`config.mk`:
```
export PLATFORM = sky130hd
export DESIGN_NAME = hazard_forward_unit_flat
export DESIGN_NICKNAME = d
export VERILOG_FILES = /design/src/rtl/hazard_forward_unit_pkg.sv /design/src/rtl/hazard_forward_unit_if.sv /design/src/rtl/hazard_forward_unit_addr_match.sv /design/src/rtl/hazard_forward_unit.sv /design/src/flat_wrapper.sv
export SDC_FILE = /design/constraint.sdc
export NUM_CORES = 1
export LEC_CHECK = 0
export CAP_MARGIN = 20
export CORE_ASPECT_RATIO = 1.25
export CORE_MARGIN = 2
export CORE_UTILIZATION = 38
export CTS_BUF_LIST = sky130_fd_sc_hd__clkbuf_4 sky130_fd_sc_hd__clkbuf_8
export CTS_CLUSTER_DIAMETER = 50
export CTS_CLUSTER_SIZE = 8
export DETAILED_ROUTE_END_ITERATION = 8
export DONT_BUFFER_PORTS = 1
export PLACE_DENSITY = 0.61
export SLEW_MARGIN = 20
export SYNTH_ARGS = -nofsm -noshare
export SYNTH_HDL_FRONTEND = slang
export SYNTH_SLANG_ARGS = --single-unit
```
`constraint.sdc`:
```
create_clock -name clk -period 2.9 [get_ports clk]
set_input_delay 0.58 -clock clk [delete_from_list [all_inputs] [get_ports clk]]
set_output_delay 0.58 -clock clk [all_outputs]
set_load 0.02 [all_outputs]
```
`src/rtl/hazard_forward_unit_pkg.sv`:
```
// Shared types for the pipeline hazard/forwarding controller: mux selects, FSM states and
// the shadow copies of the EX, MEM and WB instructions.
package hazard_pkg;

    localparam int unsigned HZ_REG_ADDR_W = 4;

    typedef enum logic [1:0] {
        FWD_RF    = 2'b00,
        FWD_EXMEM = 2'b01,
        FWD_MEMWB = 2'b10
    } fwd_sel_t;

    typedef enum logic [1:0] {
        RUN      = 2'b00,
        LU_STALL = 2'b01,
        MEM_WAIT = 2'b10
    } hz_state_t;

    typedef struct packed {
        logic                     valid;
        logic [HZ_REG_ADDR_W-1:0] rs1;
        logic [HZ_REG_ADDR_W-1:0] rs2;
        logic                     use1;
        logic                     use2;
        logic [HZ_REG_ADDR_W-1:0] rd;
        logic                     we;
        logic                     ld;
    } ex_shadow_t;

    typedef struct packed {
        logic                     valid;
        logic [HZ_REG_ADDR_W-1:0] rd;
        logic                     we;
        logic                     ld;
    } mem_shadow_t;

    typedef struct packed {
        logic                     valid;
        logic [HZ_REG_ADDR_W-1:0] rd;
        logic                     we;
    } wb_shadow_t;

endpackage

```
`src/rtl/hazard_forward_unit_if.sv`:
```
// ID-stage instruction fields and memory-stall input toward the hazard unit, plus its
// forwarding selects, stall/flush controls and stall-cycle counter.
interface hazard_forward_unit_if #(
    parameter int unsigned REG_ADDR_W = 4,
    parameter int unsigned CNT_W      = 16
);
    logic                  id_valid;
    logic [REG_ADDR_W-1:0] id_rs1;
    logic [REG_ADDR_W-1:0] id_rs2;
    logic                  id_use_rs1;
    logic                  id_use_rs2;
    logic [REG_ADDR_W-1:0] id_rd;
    logic                  id_we;
    logic                  id_is_load;
    logic                  mem_stall;
    logic [1:0]            fwd_a;
    logic [1:0]            fwd_b;
    logic                  stall_if_id;
    logic                  bubble_ex;
    logic                  freeze_all;
    logic [CNT_W-1:0]      stall_cycles;

    modport master (
        output id_valid, id_rs1, id_rs2, id_use_rs1, id_use_rs2, id_rd, id_we, id_is_load,
        output mem_stall,
        input  fwd_a, fwd_b, stall_if_id, bubble_ex, freeze_all, stall_cycles
    );

    modport slave (
        input  id_valid, id_rs1, id_rs2, id_use_rs1, id_use_rs2, id_rd, id_we, id_is_load,
        input  mem_stall,
        output fwd_a, fwd_b, stall_if_id, bubble_ex, freeze_all, stall_cycles
    );
endinterface

```
`src/rtl/hazard_forward_unit_addr_match.sv`:
```
// Qualified register-address compare: a producer destination hits a consumer source only
// when the producer is valid and writes, and the consumer really reads that source.
module addr_match #(
    parameter int unsigned ADDR_W = 4
) (
    input  logic              i_valid,
    input  logic              i_we,
    input  logic              i_use,
    input  logic [ADDR_W-1:0] i_addr_a,
    input  logic [ADDR_W-1:0] i_addr_b,
    output logic              o_hit
);
    assign o_hit = i_valid & i_we & i_use & (i_addr_a == i_addr_b);
endmodule

```
`src/rtl/hazard_forward_unit.sv`:
```
// Hazard controller for the 5-stage core: shadows EX/MEM/WB, drives EX forwarding selects,
// the one-bubble load-use stall, the memory-busy freeze and a saturating stall counter.
module hazard_forward_unit
    import hazard_pkg::*;
#(
    parameter int unsigned REG_ADDR_W = HZ_REG_ADDR_W,
    parameter int unsigned CNT_W      = 16
) (
    input logic                clk,
    input logic                rst_n,
    hazard_forward_unit_if.slave bus
);

    ex_shadow_t  r_ex;
    mem_shadow_t r_mem;
    wb_shadow_t  r_wb;
    hz_state_t   r_state;
    logic [CNT_W-1:0] r_cnt;

    logic     w_a_mem, w_a_wb, w_b_mem, w_b_wb;
    logic     w_lu_rs1, w_lu_rs2, w_load_use;
    logic     w_freeze, w_stall, w_bubble;
    logic     w_ex_use1, w_ex_use2, w_id_use1, w_id_use2;
    fwd_sel_t w_fwd_a, w_fwd_b;

    // A squashed EX slot reads nothing, so it must never pick up a forward.
    assign w_ex_use1 = r_ex.valid & r_ex.use1;
    assign w_ex_use2 = r_ex.valid & r_ex.use2;
    assign w_id_use1 = bus.id_valid & bus.id_use_rs1;
    assign w_id_use2 = bus.id_valid & bus.id_use_rs2;

    addr_match #(.ADDR_W(REG_ADDR_W)) u_match_a_mem (
        .i_valid(r_mem.valid), .i_we(r_mem.we), .i_use(w_ex_use1),
        .i_addr_a(r_mem.rd), .i_addr_b(r_ex.rs1), .o_hit(w_a_mem)
    );
    addr_match #(.ADDR_W(REG_ADDR_W)) u_match_a_wb (
        .i_valid(r_wb.valid), .i_we(r_wb.we), .i_use(w_ex_use1),
        .i_addr_a(r_wb.rd), .i_addr_b(r_ex.rs1), .o_hit(w_a_wb)
    );
    addr_match #(.ADDR_W(REG_ADDR_W)) u_match_b_mem (
        .i_valid(r_mem.valid), .i_we(r_mem.we), .i_use(w_ex_use2),
        .i_addr_a(r_mem.rd), .i_addr_b(r_ex.rs2), .o_hit(w_b_mem)
    );
    addr_match #(.ADDR_W(REG_ADDR_W)) u_match_b_wb (
        .i_valid(r_wb.valid), .i_we(r_wb.we), .i_use(w_ex_use2),
        .i_addr_a(r_wb.rd), .i_addr_b(r_ex.rs2), .o_hit(w_b_wb)
    );
    addr_match #(.ADDR_W(REG_ADDR_W)) u_match_lu_rs1 (
        .i_valid(r_ex.valid), .i_we(r_ex.we), .i_use(w_id_use1),
        .i_addr_a(r_ex.rd), .i_addr_b(bus.id_rs1), .o_hit(w_lu_rs1)
    );
    addr_match #(.ADDR_W(REG_ADDR_W)) u_match_lu_rs2 (
        .i_valid(r_ex.valid), .i_we(r_ex.we), .i_use(w_id_use2),
        .i_addr_a(r_ex.rd), .i_addr_b(bus.id_rs2), .o_hit(w_lu_rs2)
    );

    // A load in MEM has no data yet; only its WB copy may be forwarded.
    always_comb begin
        w_fwd_a = FWD_RF;
        w_fwd_b = FWD_RF;
        if (w_a_mem && !r_mem.ld) w_fwd_a = FWD_EXMEM;
        else if (w_a_wb)          w_fwd_a = FWD_MEMWB;
        if (w_b_mem && !r_mem.ld) w_fwd_b = FWD_EXMEM;
        else if (w_b_wb)          w_fwd_b = FWD_MEMWB;
    end

    assign w_load_use = r_ex.ld & (w_lu_rs1 | w_lu_rs2);
    assign w_freeze   = bus.mem_stall;
    assign w_stall    = w_load_use | w_freeze;
    assign w_bubble   = w_load_use & ~bus.mem_stall;

    assign bus.fwd_a        = w_fwd_a;
    assign bus.fwd_b        = w_fwd_b;
    assign bus.stall_if_id  = w_stall;
    assign bus.bubble_ex    = w_bubble;
    assign bus.freeze_all   = w_freeze;
    assign bus.stall_cycles = r_cnt;

    always_ff @(posedge clk or negedge rst_n) begin
        if (!rst_n) begin
            r_state <= RUN;
        end else begin
            unique case (r_state)
                RUN: begin
                    if (bus.mem_stall)   r_state <= MEM_WAIT;
                    else if (w_load_use) r_state <= LU_STALL;
                end
                LU_STALL: r_state <= bus.mem_stall ? MEM_WAIT : RUN;
                MEM_WAIT: if (!bus.mem_stall) r_state <= RUN;
                default:  r_state <= RUN;
            endcase
        end
    end

    always_ff @(posedge clk or negedge rst_n) begin
        if (!rst_n) begin
            r_ex  <= '0;
            r_mem <= '0;
            r_wb  <= '0;
        end else if (!w_freeze) begin
            r_wb.valid  <= r_mem.valid;
            r_wb.rd     <= r_mem.rd;
            r_wb.we     <= r_mem.we;
            r_mem.valid <= r_ex.valid;
            r_mem.rd    <= r_ex.rd;
            r_mem.we    <= r_ex.we;
            r_mem.ld    <= r_ex.ld;
            r_ex.valid  <= bus.id_valid & ~w_bubble;
            r_ex.rs1    <= bus.id_rs1;
            r_ex.rs2    <= bus.id_rs2;
            r_ex.use1   <= bus.id_use_rs1;
            r_ex.use2   <= bus.id_use_rs2;
            r_ex.rd     <= bus.id_rd;
            r_ex.we     <= bus.id_we;
            r_ex.ld     <= bus.id_is_load;
        end
    end

    always_ff @(posedge clk or negedge rst_n) begin
        if (!rst_n) begin
            r_cnt <= '0;
        end else if (w_stall && (r_cnt != {CNT_W{1'b1}})) begin
            r_cnt <= r_cnt + 1'b1;
        end
    end

endmodule

```
`src/flat_wrapper.sv`:
```
// flat-port wrapper written by rule: the top's interface ports become plain ports
module hazard_forward_unit_flat import hazard_pkg::*;
#(
    parameter int unsigned REG_ADDR_W = HZ_REG_ADDR_W,
    parameter int unsigned CNT_W      = 16
)
  (clk, rst_n, bus_id_valid, bus_id_rs1, bus_id_rs2, bus_id_use_rs1, bus_id_use_rs2, bus_id_rd, bus_id_we, bus_id_is_load, bus_mem_stall, bus_fwd_a, bus_fwd_b, bus_stall_if_id, bus_bubble_ex, bus_freeze_all, bus_stall_cycles);
  hazard_forward_unit_if #(.REG_ADDR_W(REG_ADDR_W), .CNT_W(CNT_W)) bus_i ();
  input logic clk;
  input logic rst_n;
  input wire logic [$bits(bus_i.id_valid)-1:0] bus_id_valid;
  input wire logic [$bits(bus_i.id_rs1)-1:0] bus_id_rs1;
  input wire logic [$bits(bus_i.id_rs2)-1:0] bus_id_rs2;
  input wire logic [$bits(bus_i.id_use_rs1)-1:0] bus_id_use_rs1;
  input wire logic [$bits(bus_i.id_use_rs2)-1:0] bus_id_use_rs2;
  input wire logic [$bits(bus_i.id_rd)-1:0] bus_id_rd;
  input wire logic [$bits(bus_i.id_we)-1:0] bus_id_we;
  input wire logic [$bits(bus_i.id_is_load)-1:0] bus_id_is_load;
  input wire logic [$bits(bus_i.mem_stall)-1:0] bus_mem_stall;
  output wire logic [$bits(bus_i.fwd_a)-1:0] bus_fwd_a;
  output wire logic [$bits(bus_i.fwd_b)-1:0] bus_fwd_b;
  output wire logic [$bits(bus_i.stall_if_id)-1:0] bus_stall_if_id;
  output wire logic [$bits(bus_i.bubble_ex)-1:0] bus_bubble_ex;
  output wire logic [$bits(bus_i.freeze_all)-1:0] bus_freeze_all;
  output wire logic [$bits(bus_i.stall_cycles)-1:0] bus_stall_cycles;
  assign bus_i.id_valid = bus_id_valid;
  assign bus_i.id_rs1 = bus_id_rs1;
  assign bus_i.id_rs2 = bus_id_rs2;
  assign bus_i.id_use_rs1 = bus_id_use_rs1;
  assign bus_i.id_use_rs2 = bus_id_use_rs2;
  assign bus_i.id_rd = bus_id_rd;
  assign bus_i.id_we = bus_id_we;
  assign bus_i.id_is_load = bus_id_is_load;
  assign bus_i.mem_stall = bus_mem_stall;
  assign bus_fwd_a = bus_i.fwd_a;
  assign bus_fwd_b = bus_i.fwd_b;
  assign bus_stall_if_id = bus_i.stall_if_id;
  assign bus_bubble_ex = bus_i.bubble_ex;
  assign bus_freeze_all = bus_i.freeze_all;
  assign bus_stall_cycles = bus_i.stall_cycles;
  hazard_forward_unit #(.REG_ADDR_W(REG_ADDR_W), .CNT_W(CNT_W)) u_core (.clk(clk), .rst_n(rst_n), .bus(bus_i));
endmodule
```
Yosys cells after proc, flatten, opt, wreduce, memory -nomap -nowiden
Cells that the tools add are included.
- output and inout bits: 23
- logic and storage cells: 58
- input port bits: 20
- register bits: 46
- mux-type cells: 4
- reduce and logical (&&, ||, !) cells: 4
- equality and inequality tests: 7
- add/subtract/negate cells: 1
- bitwise operators: 26
- operators by type and width (operator ; number):
    equality test 4 bit ; 6
    bitwise AND 1 bit ; 22
    adder 16 x 1 -> 16 bit, second input constant ; 1
    inequality test 16 bit, second input constant ; 1
    2-to-1 mux 2 bit ; 4
    logical AND 1 bit ; 3
    inverter 1 bit ; 2
    bitwise OR 1 bit ; 2
    logical NOT 1 bit ; 1

Longest topological paths before layout
- word-level depth: 8
- gate-level depth with buffers: 8
- depth with buffers taken out: 7

Hierarchy
From an unflattened synthesis, not the netlist that was laid out.
- cells, all modules: 183
- area total of the unflattened synthesis: 2337.2 µm²
- by module, submodules not included (module ; times used ; seq. area each (µm²) ; cells each ; area an instance (µm²)):
    hazard_forward_unit ; 1 ; 1151.1 ; 147 ; 2014.4
    addr_match ; 6 ; 0.0 ; 6 ; 53.8

Worst setup path before layout
No wires, ideal clock.
- path type: input -> output
- from: input bus_id_valid
- to: output bus_stall_if_id
- setup slack: 0.516 ns
- cell stages on the path: 6
- buffers on the path: 1
- required time: 2.320 ns
- arrival: 1.804 ns
- cell sequence: and4_1 -> nand4_1 -> nor2_1 -> a311oi_4 -> clkbuf_1 -> inv_1
- longest elaborated chain between the ends: 6
- elaborated cells between the ends (all ways): 9
- those cells by class: 9 x bitwise
- ends and longest elaborated chain (item ; RTL line ; source):
    start: declaration ; flat_wrapper.sv:11 ; input wire logic [$bits(bus_i.id_valid)-1:0] bus_id_valid;
    bitwise AND 1 bit (on tied branches) ; hazard_forward_unit.sv:29, hazard_forward_unit.sv:30 ;
    bitwise AND 1 bit (2 in a row) ; hazard_forward_unit_addr_match.sv:13 ; assign o_hit = i_valid & i_we & i_use & (i_addr_a == i_addr_b);
    bitwise OR 1 bit * ; hazard_forward_unit.sv:67 ; assign w_load_use = r_ex.ld & (w_lu_rs1 | w_lu_rs2);
    bitwise AND 1 bit * ; hazard_forward_unit.sv:67 ;
    bitwise OR 1 bit * ; hazard_forward_unit.sv:69 ; assign w_stall = w_load_use | w_freeze;
    end: declaration ; flat_wrapper.sv:22 ; output wire logic [$bits(bus_i.stall_if_id)-1:0] bus_stall_if_id;
Every way passes the cells marked *; elsewhere a longest branch is shown, timed or not.

Worst setup path after layout
- from: register u_core.r_ex[16] (netlist bit)
- to: output bus_stall_if_id
- longest elaborated chain between the ends: 6
- elaborated cells between the ends (all ways): 8
- those cells by class: 8 x bitwise
- ends and longest elaborated chain (item ; RTL line ; source):
    start: declaration ; hazard_forward_unit.sv:14 ; ex_shadow_t r_ex;
    bitwise AND 1 bit * ; hazard_forward_unit_addr_match.sv:13 ;
    bitwise AND 1 bit (2 in a row) ; hazard_forward_unit_addr_match.sv:13 ;
    bitwise OR 1 bit * ; hazard_forward_unit.sv:67 ;
    bitwise AND 1 bit * ; hazard_forward_unit.sv:67 ;
    bitwise OR 1 bit * ; hazard_forward_unit.sv:69 ;
Marked as above.

==> flow_summary.ini <==
[status]
status = completed

[place]
dp.cells = 249
gp_congestion = 0.7234
place_hpwl_microns = 3079
placed_cell_area_sq_um = 2350
io_buffers = 0

[routing]
vias = 1430
routed_wl_microns = 4310
vias_per_cell = 5.543
initialDrtViolationCount = 100
drt-pass1-iter-count = 4
drc = 0
wl_per_cell_microns = 16.71
drtAntennaViolNets = 0

[clocking]
clockBufferDepth = 2
cts_made_buffers = 5
cts_root_buf = clkbuf_8
path_clk_slew_ns = 0.09
clk_latency_ns = 0.30
cts_tree = yes
cts_setup_buffers = 0
cts_max_level = 2
cts_sinks = 46

[worst_setup_path]
start_kind = flop
reg2reg_setup_slack_ns = 0.63
r2r-start = u_core.bus.stall_cycles[0]
arrival_ns = 1.87
ff2ff_path_depth = 6
worstSetupEndpointType = primary output
worstPathRequired_ns = 2.32
worst_r2r_endpoint = u_core.bus.stall_cycles[1]
cp_max_fo = 9
path_class = reg2out

[synthesis]
synth_top_area_share = 0.5008
yosysTopAreaCell = dfrtp_1
synth_edf_count = 0
yosysWarnings = 0
synth-seq-cells = 46
synth.area.top_cells = dfrtp_1, mux2_2, xor2_1, xnor2_1, nand3_1
syn_area_sq_um = 2298
synthArstFlopShare = 1.000
synth_nets = 210
syn_avg_cell_area_sq_um = 12.16
netlist_instances = 189
yosysSeqAreaShare = 0.5008
synth_cell_types = 35
ys.flop_type = dfrtp_1

[sta]
fin_crit_ns = 2.452
rsz0062_at_grt = no
hold_viol = 0
max_clock_freq_mhz = 407.9
worstMarginPinSlew_ns = 0.5200
maxSlewHeadroom = 0.6533
finalCritPeriodShare = 0.8454
fin_tns_setup_ns = 0
maxSlewViolCount = 0
skew_ns = 0.01224
finalSetupViolCount = 0

[die]
dieArea_sq_um = 6690
initial_core_util = 0.3951
ioPinCount = 43
core_area_sq_um = 5818
die_w_microns = 73.56
dieHeight_microns = 90.95
row_count = 31

[finish]
final_common_cell = dfrtp_1
final_cell_mix = dfrtp_1, mux2_2, xor2_1
fin_cells = 258
final.fill_count = 571
antenna_cells = 0
fin_area_sq_um = 2491
final_nets = 212
area_growth_pct = 8.383
drive_gt1_frac = 0.2604

[grt]
grt_use_met1 = 0.1750
groute.usage.overall = 0.1407
grt_pass1_wl_microns = 7307
grt_max_degree = 47
top_usage_layer = met2
antenna_found_initial = 0
overflow = 0
use_met2 = 0.2202
grt_pass1_vias = 1485
grt.met3_usage = 0.04772

[power]
p_per_area_nw_per_um2 = 712.6
p_leak_nw = 1.050
ir_drop_mv = 0.3459
p_total_mw = 1.775

[job]
cap_violations = 0

[worst_hold_path]
hold_class = in2async
==> synth_stat cells (2+ instances only) <==
cell type,n
dfrtp_1,46
mux2_2,32
xor2_1,25
nand2_1,11
nor2_1,11
nand3_1,10
xnor2_1,8
nor4_1,7
and3_1,4
clkbuf_1,4
nand4_1,3
nor3_1,3
a31oi_1,2
inv_1,2
==> critical path: stages, from the launching register on <==
cell and delay [ns]:
dfrtp_1 0.44, and4_1 0.23, nand4_1 0.09, nor2_1 0.07
a311oi_4 0.51, inv_1 0.23
==> where the power goes <==
part / leakage (nW) / switching [mW] / internal (mW)
logic: 0.444 / 0.120 / 0.173
registers: 0.547 / 0.239 / 0.757
clock network: 0.0593 / 0.210 / 0.277
==> worst max path at each step <==
stage                    startpoint                          end  slack (ns)  depth (start not counted)
floorplan              bus_id_valid              bus_stall_if_id        0.52                          6
global placement      bus_id_rs1[1]  u_core.bus.stall_cycles[14]        0.56                          6
detailed placement    bus_id_rs1[2]  u_core.bus.stall_cycles[12]        0.48                          6
CTS                  u_core.r_ex[4]                bus_bubble_ex        0.43                          4
global route        u_core.r_ex[16]              bus_stall_if_id        0.34                          5
finish              u_core.r_ex[16]              bus_stall_if_id        0.45                          5
==> per-layer routing <==
metal,vias up,share of wire
li1,668,-
met1,710,0.41
met2,42,0.49
met3,10,0.071
met4,0,0.026
met5,-,0
==> what timing repair did <==
| item | in CTS | in global routing |
|---|---|---|
| hold endpoints to repair | 46 | 0 |
| setup endpoints to repair | 0 | 0 |
| hold buffers | 1 | 0 |
| resized for setup | 0 | 0 |
==> flip-flops by register name, summed over array words and instances, names as in the netlist <==
register,count
u_core.r_wb,6
u_core.bus.stall_cycles,16
u_core.r_ex,17
u_core.r_mem,7
==> area by class of cell <==
type	instances	area, sq um	area share
Multi-Input combinational cell	134	1101	0.4420
Sequential cell	46	1151	0.4621
Clock inverter	1	30.03	0.01205
Clock buffer	7	83.83	0.03365
Inverter	2	7.507	0.003014
Tap cell	66	82.58	0.03315
Timing Repair Buffer	2	35.03	0.01406
==> stage by stage <==
step	hold WS (ns)	util	setup slack (ns)
final	0.1152	0.4282	0.4483
after global routing	0.1264	0.4282	0.3446
after CTS	0.1245	0.4282	0.4292
after detailed placement	0.2859	0.4039	0.4784
after global placement	0.2865	0.4039	0.5560
after floorplan	0.2844	-	0.5162
==> logic make-up (layout without fill, tap and decap cells) <==
group,Yosys count,after routing,share of synthesized area
simple gates,60,60,0.1530
flops,46,46,0.5008
mux,34,34,0.1682
xor+xnor,33,33,0.1257
buf+inv,9,12,0.02014
compound gates,6,6,0.02667
fa+ha+maj,1,1,0.005443
Note: power is estimated with default switching activity, not from simulation.
